File: config.mk
export PLATFORM = sky130hd
export DESIGN_NAME = tape_pulse_gen
export DESIGN_NICKNAME = d
export VERILOG_FILES = /design/src/rtl/tape_pkg.sv /design/src/rtl/tape_period_counter.sv /design/src/rtl/tape_pulse_gen.sv
export SDC_FILE = /design/constraint.sdc
export NUM_CORES = 1
export LEC_CHECK = 0
export BUFFER_PORTS_ARGS = -buffer_cell sky130_fd_sc_hd__buf_2
export CAP_MARGIN = 5
export CORE_MARGIN = 1
export CORE_UTILIZATION = 25
export DETAILED_ROUTE_END_ITERATION = 12
export PLACE_DENSITY = 0.4
export SLEW_MARGIN = 25
export SYNTH_ARGS = -nofsm -noshare
export SYNTH_HDL_FRONTEND = slang
export SYNTH_SLANG_ARGS = --single-unit
File: constraint.sdc
create_clock -name clk -period 4.7 [get_ports clk]
set_clock_uncertainty 0.2 [all_clocks]
set_input_delay 0.235 -clock clk [delete_from_list [all_inputs] [get_ports clk]]
set_output_delay 0.235 -clock clk [all_outputs]
set_load 0.02 [all_outputs]
File: src/rtl/tape_pkg.sv
// Shared definitions for the tape playback path: pulse-generator states and
// the default timer width and starve limit used by the generator and sample assembler.
package tape_pkg;

  localparam int unsigned TICK_W_DEF       = 24;
  localparam int unsigned STARVE_LIMIT_DEF = 255;

  typedef enum logic [1:0] {
    PRIME     = 2'd0,
    WAIT_LOAD = 2'd1,
    LOW_PH    = 2'd2,
    HIGH_PH   = 2'd3
  } tape_state_e;

endpackage

File: src/rtl/tape_period_counter.sv
// Loadable down-counter for the current pulse phase; flags the last tick of the phase.
module tape_period_counter #(
  parameter int unsigned TICK_W = 24
) (
  input  logic              clk,
  input  logic              reset_n,
  input  logic              load,
  input  logic [TICK_W-1:0] load_val,
  input  logic              dec,
  output logic              one
);

  logic [TICK_W-1:0] count;

  always_ff @(posedge clk) begin
    if (!reset_n) begin
      count <= '0;
    end else if (load) begin
      count <= load_val;
    end else if (dec && (count != '0)) begin
      count <= count - 1'b1;
    end
  end

  assign one = (count == TICK_W'(1));

endmodule

File: src/rtl/tape_pulse_gen.sv
// Tape-read waveform generator: turns per-period tick counts into a low/high pwm
// pulse whose falling edge requests the next period, with a sticky starve watchdog.
module tape_pulse_gen
  import tape_pkg::*;
#(
  parameter int unsigned TICK_W       = TICK_W_DEF,
  parameter int unsigned STARVE_LIMIT = STARVE_LIMIT_DEF
) (
  input  logic              clk,
  input  logic              reset_n,
  input  logic              enable,
  input  logic              tick,
  input  logic [TICK_W-1:0] timer_val,
  input  logic              load_timer,
  output logic              pwm,
  output logic              starved
);

  localparam int unsigned WAIT_W = (STARVE_LIMIT < 2) ? 1 : $clog2(STARVE_LIMIT + 1);

  tape_state_e       state;
  logic [TICK_W-1:0] half;
  logic [TICK_W-1:0] v;
  logic [TICK_W-1:0] load_val;
  logic [WAIT_W-1:0] wait_cnt;
  logic              step;
  logic              take_load;
  logic              cnt_load;
  logic              cnt_dec;
  logic              cnt_one;

  // The low phase gets the odd tick so LOW + HIGH always sums to v.
  always_comb begin
    v         = (timer_val == '0) ? TICK_W'(1) : timer_val;
    step      = tick & enable;
    take_load = (state == WAIT_LOAD) & load_timer;
    cnt_dec   = step & ((state == LOW_PH) | (state == HIGH_PH));
    cnt_load  = take_load | ((state == LOW_PH) & step & cnt_one & (half != '0));
    load_val  = take_load ? (v - (v >> 1)) : half;
  end

  tape_period_counter #(
    .TICK_W(TICK_W)
  ) u_counter (
    .clk      (clk),
    .reset_n  (reset_n),
    .load     (cnt_load),
    .load_val (load_val),
    .dec      (cnt_dec),
    .one      (cnt_one)
  );

  always_ff @(posedge clk) begin
    if (!reset_n) begin
      state    <= PRIME;
      pwm      <= 1'b1;
      half     <= '0;
      wait_cnt <= '0;
      starved  <= 1'b0;
    end else begin
      case (state)
        PRIME: begin
          if (enable) begin
            pwm   <= 1'b0;
            state <= WAIT_LOAD;
          end
        end
        WAIT_LOAD: begin
          pwm <= 1'b0;
          if (load_timer) begin
            half     <= v >> 1;
            wait_cnt <= '0;
            state    <= LOW_PH;
          end else begin
            if (int'(unsigned'(wait_cnt)) < int'(STARVE_LIMIT)) begin
              wait_cnt <= wait_cnt + 1'b1;
            end
            if (int'(unsigned'(wait_cnt)) + 1 >= int'(STARVE_LIMIT)) begin
              starved <= 1'b1;
            end
          end
        end
        LOW_PH: begin
          if (step && cnt_one) begin
            if (half != '0) begin
              pwm   <= 1'b1;
              state <= HIGH_PH;
            end else begin
              state <= WAIT_LOAD;
            end
          end
        end
        HIGH_PH: begin
          if (step && cnt_one) begin
            pwm   <= 1'b0;
            state <= WAIT_LOAD;
          end
        end
        default: state <= PRIME;
      endcase
    end
  end

endmodule

==> metrics.md <==
| Metric | Value |
|---|---|
| First-pass GRT wire length | between 20 and 25 mm |
| Synth warn | 0 |
| Die footprint | approximately 19000 µm² |
| CTS tree | built |
| CP Class | in2reg |
| Max clock buf depth | 2 |
| Cell Rows | 49 |
| Post-synth EDFFs | 0 |
| Drt pass-1 iters | 5 |
| CORE AREA | 18000 µm² |
| CP Capture Type | register |
| CP max stage delay | about 660 ps |
| Max-slew violation count | 0 |
| GP Congestion | between 0.8 and 0.9 |
| R2R depth | 7 |
| Clock buffers created by TritonCTS | 9 |
| Initial Util | 25.5% |
| Final Hold Viols | 0 |
| Maxcap violations | 0 |
| CP max FO | 7 |
| Initial antenna violation count | 0 |
| Clk root buf | clkbuf_16 |
| CTS resizes | 0 |
| Critical path required time | roughly 4800 ps |
| GRT overflow | 0 |
| H-tree depth | 3 |
| Place WS | between 800 and 900 ps |
| Final wirelength | around 15 mm |
| Fill count | 1988 |
| Post-Syn Area | 4580 µm² |
| CP Launch Type | input pin |
| Worst-path clk slew | 50 ps |
| Slowest stage cell, crit path | nor4_1 |
| Vias | 4506 |
| IO Pins | 31 |
| Hold Crit Class | in2reg |
| Most common cell after layout, fill and taps aside | nand2_1 |
| Diodes inserted | 0 |
| Tot GR Track Use | approximately 16% |
| Port buffer count | 30 |
| Drt via density | about 5 |
| DRC | 0 |
| Most frequent cells in the layout | nand2_1 (90), dfxtp_1 (59), a21oi_1 (58) |
| RSZ-0062 raised after global routing | no |
| Synth Flop Type | dfxtp_1 |
| Flop and latch count out of synthesis | about 60 |
| Post-route setup slack | about 760 ps |
| Net count, final | 706 |
| VDD IR max | ~0.15 mV |
| Clock latency on the worst-skew pair | 330 ps |
| Die Span Y | approximately 140 µm |
| CP cell instances | dlygate4sd3_1 -> buf_2 -> nor4_1 -> nand3_1 -> buf_4 -> nand2_1 -> ha_1 -> nor2_1 -> o21bai_1 -> a22o_1 -> a21o_1 -> a311oi_1 -> and4b_1 -> o31ai_1 |
| Buf/Inv on CP | 3 |
| Die width | 137 µm |
| Seq/Total Area, Yosys | between 20% and 30% |
| Hold Path Stages | 3 |
| Number of global-route vias before repair | slightly above 4000 |
| CTS sink count | 59 |
| Post-Syn Instances | about 630 |
| Initial drt markers | about 300 |
| Tmin final | approximately 4000 ps |
| Worst Path Arrival | approximately 4000 ps |
| Syn nets | about 690 |
| Setup_tns | 0 ps |
| Synth Area per Inst | about 7.3 µm² |
| CP Depth | 14 |
| Synth cell types | 70 |
| Cts hold-fix bufs | 8 |
| Leakage | about 2.2 nW |
| Area growth syn-to-layout | 15.7% |
| Status | complete, no violations |
| Maximum clock frequency | between 0.2 and 0.3 GHz |
| Max-Slew Margin vs Limit | roughly half |
| Asr flop ratio synth | 0% |
| P per Cell Area | 341 nW/µm² |
| CP top delay family | simple AND/OR/NAND/NOR gates |
| Largest net degree at the start of global routing | 44 |
| Post-CTS Setup Inserts | 0 |
| Share of cells above drive strength 1 | between 10% and 20% |
| Final Cycle Share | approximately 84% |
| Wire length per cell | between 15 and 20 µm |
| # setup viols final | 0 |
| Post-DP HPWL | roughly 11 mm |
| Post-route ant nets | 0 |
| Worst-margin pin slew | 725 ps |
[power by group]
group | switching, mW | internal [mW]
Sequential | 0.0358 | 0.534
Clock | 0.236 | 0.462
Combinational | 0.325 | 0.213
Total | 0.596 | 1.21
[final cells by class]
type | instances | area, µm² | share of cell area [%]
multi-input cells | 492 | 3100 | 58.6
flip-flops and latches | 59 | 1180 | 22.3
well taps | 229 | 287 | 5.41
repair buffers | 45 | 283 | 5.34
clock buffers | 11 | 233 | 4.39
inverters | 36 | 135 | 2.55
clock inverters | 5 | 77.6 | 1.46
[worst paths after layout]
kind                                     startpoint                  end  slack, ps
worst max register to register  u_counter.count[16]   u_counter.count[9]       1620
worst min register to register             half[15]             half[15]        270
worst min-delay path                  timer_val[22]             half[21]          5
worst max-delay path                   timer_val[6]  u_counter.count[23]        760
[per-layer routing]
metal / global-route usage, % / share of wire [%] / vias to the layer above
met4: 5.13 / 2.0 / 0
met1: 22.9 / 51 / 2118
li1: - / - / 2286
met3: 2.06 / 2.5 / 16
met5: 0 / 0 / -
met2: 24.9 / 44 / 86
[cells in the mapped netlist, types with 7 or more instances]
cell | number | area [µm²]
nand3_1 | 15 | 75.1
a21oi_1 | 58 | 290
o22ai_1 | 7 | 43.8
o21ai_1 | 10 | 50.1
nor3_1 | 16 | 80.1
xor2_1 | 15 | 131
xnor2_1 | 18 | 158
nand2_1 | 90 | 338
dfxtp_1 | 59 | 1180
or3_1 | 7 | 43.8
ha_1 | 34 | 425
inv_1 | 36 | 135
nor4_1 | 10 | 62.6
a31oi_1 | 15 | 93.8
nor2_1 | 50 | 188
o21ai_0 | 23 | 115
nand2b_1 | 9 | 56.3
clkbuf_1 | 35 | 131
o21bai_1 | 7 | 52.6
a211oi_1 | 9 | 67.6
[metrics by stage]
step / instance area (µm²) / instances / power, mW / utilization (%) / hold WS [ps]
2_1_floorplan: 4580 / 628 / 0.968 / - / 171
3_3_place_gp: 4910 / 853 / 1.11 / 27.3 / 262
3_5_place_dp: 4910 / 853 / 1.11 / 27.3 / 267
4_1_cts: 5300 / 877 / 1.82 / 29.5 / 2.08
5_1_grt: 5300 / 877 / 1.91 / 29.5 / 9.92
6_report: 5300 / 877 / 1.81 / 29.5 / 5.05
[cells by family (layout without fill, tap and decap cells)]
| family | Yosys count | count (layout) | synth area share, % |
|---|---|---|---|
| xor+xnor | 33 | 33 | 6.31 |
| buf+inv | 77 | 97 | 6.45 |
| fa+ha+maj | 34 | 34 | 9.29 |
| compound gates | 183 | 183 | 25.8 |
| flops | 59 | 59 | 25.8 |
| simple gates | 240 | 240 | 25.9 |
| mux | 2 | 2 | 0.437 |
[worst reg2reg max path: stages, from the launching register on]
cell and delay, ps:
dfxtp_1 360, or4_1 660, nor2_2 290, nand3_1 130, nor2_2 350, or3_1 640, o21a_1 220, o221a_1 180
[state kept, by name, indices dropped and copies added, names as in the netlist]
name / flops
u_counter.count: 24
half: 23
wait_cnt: 8
state: 2
pwm: 1
starved: 1
(Power assumes the default switching activity.)
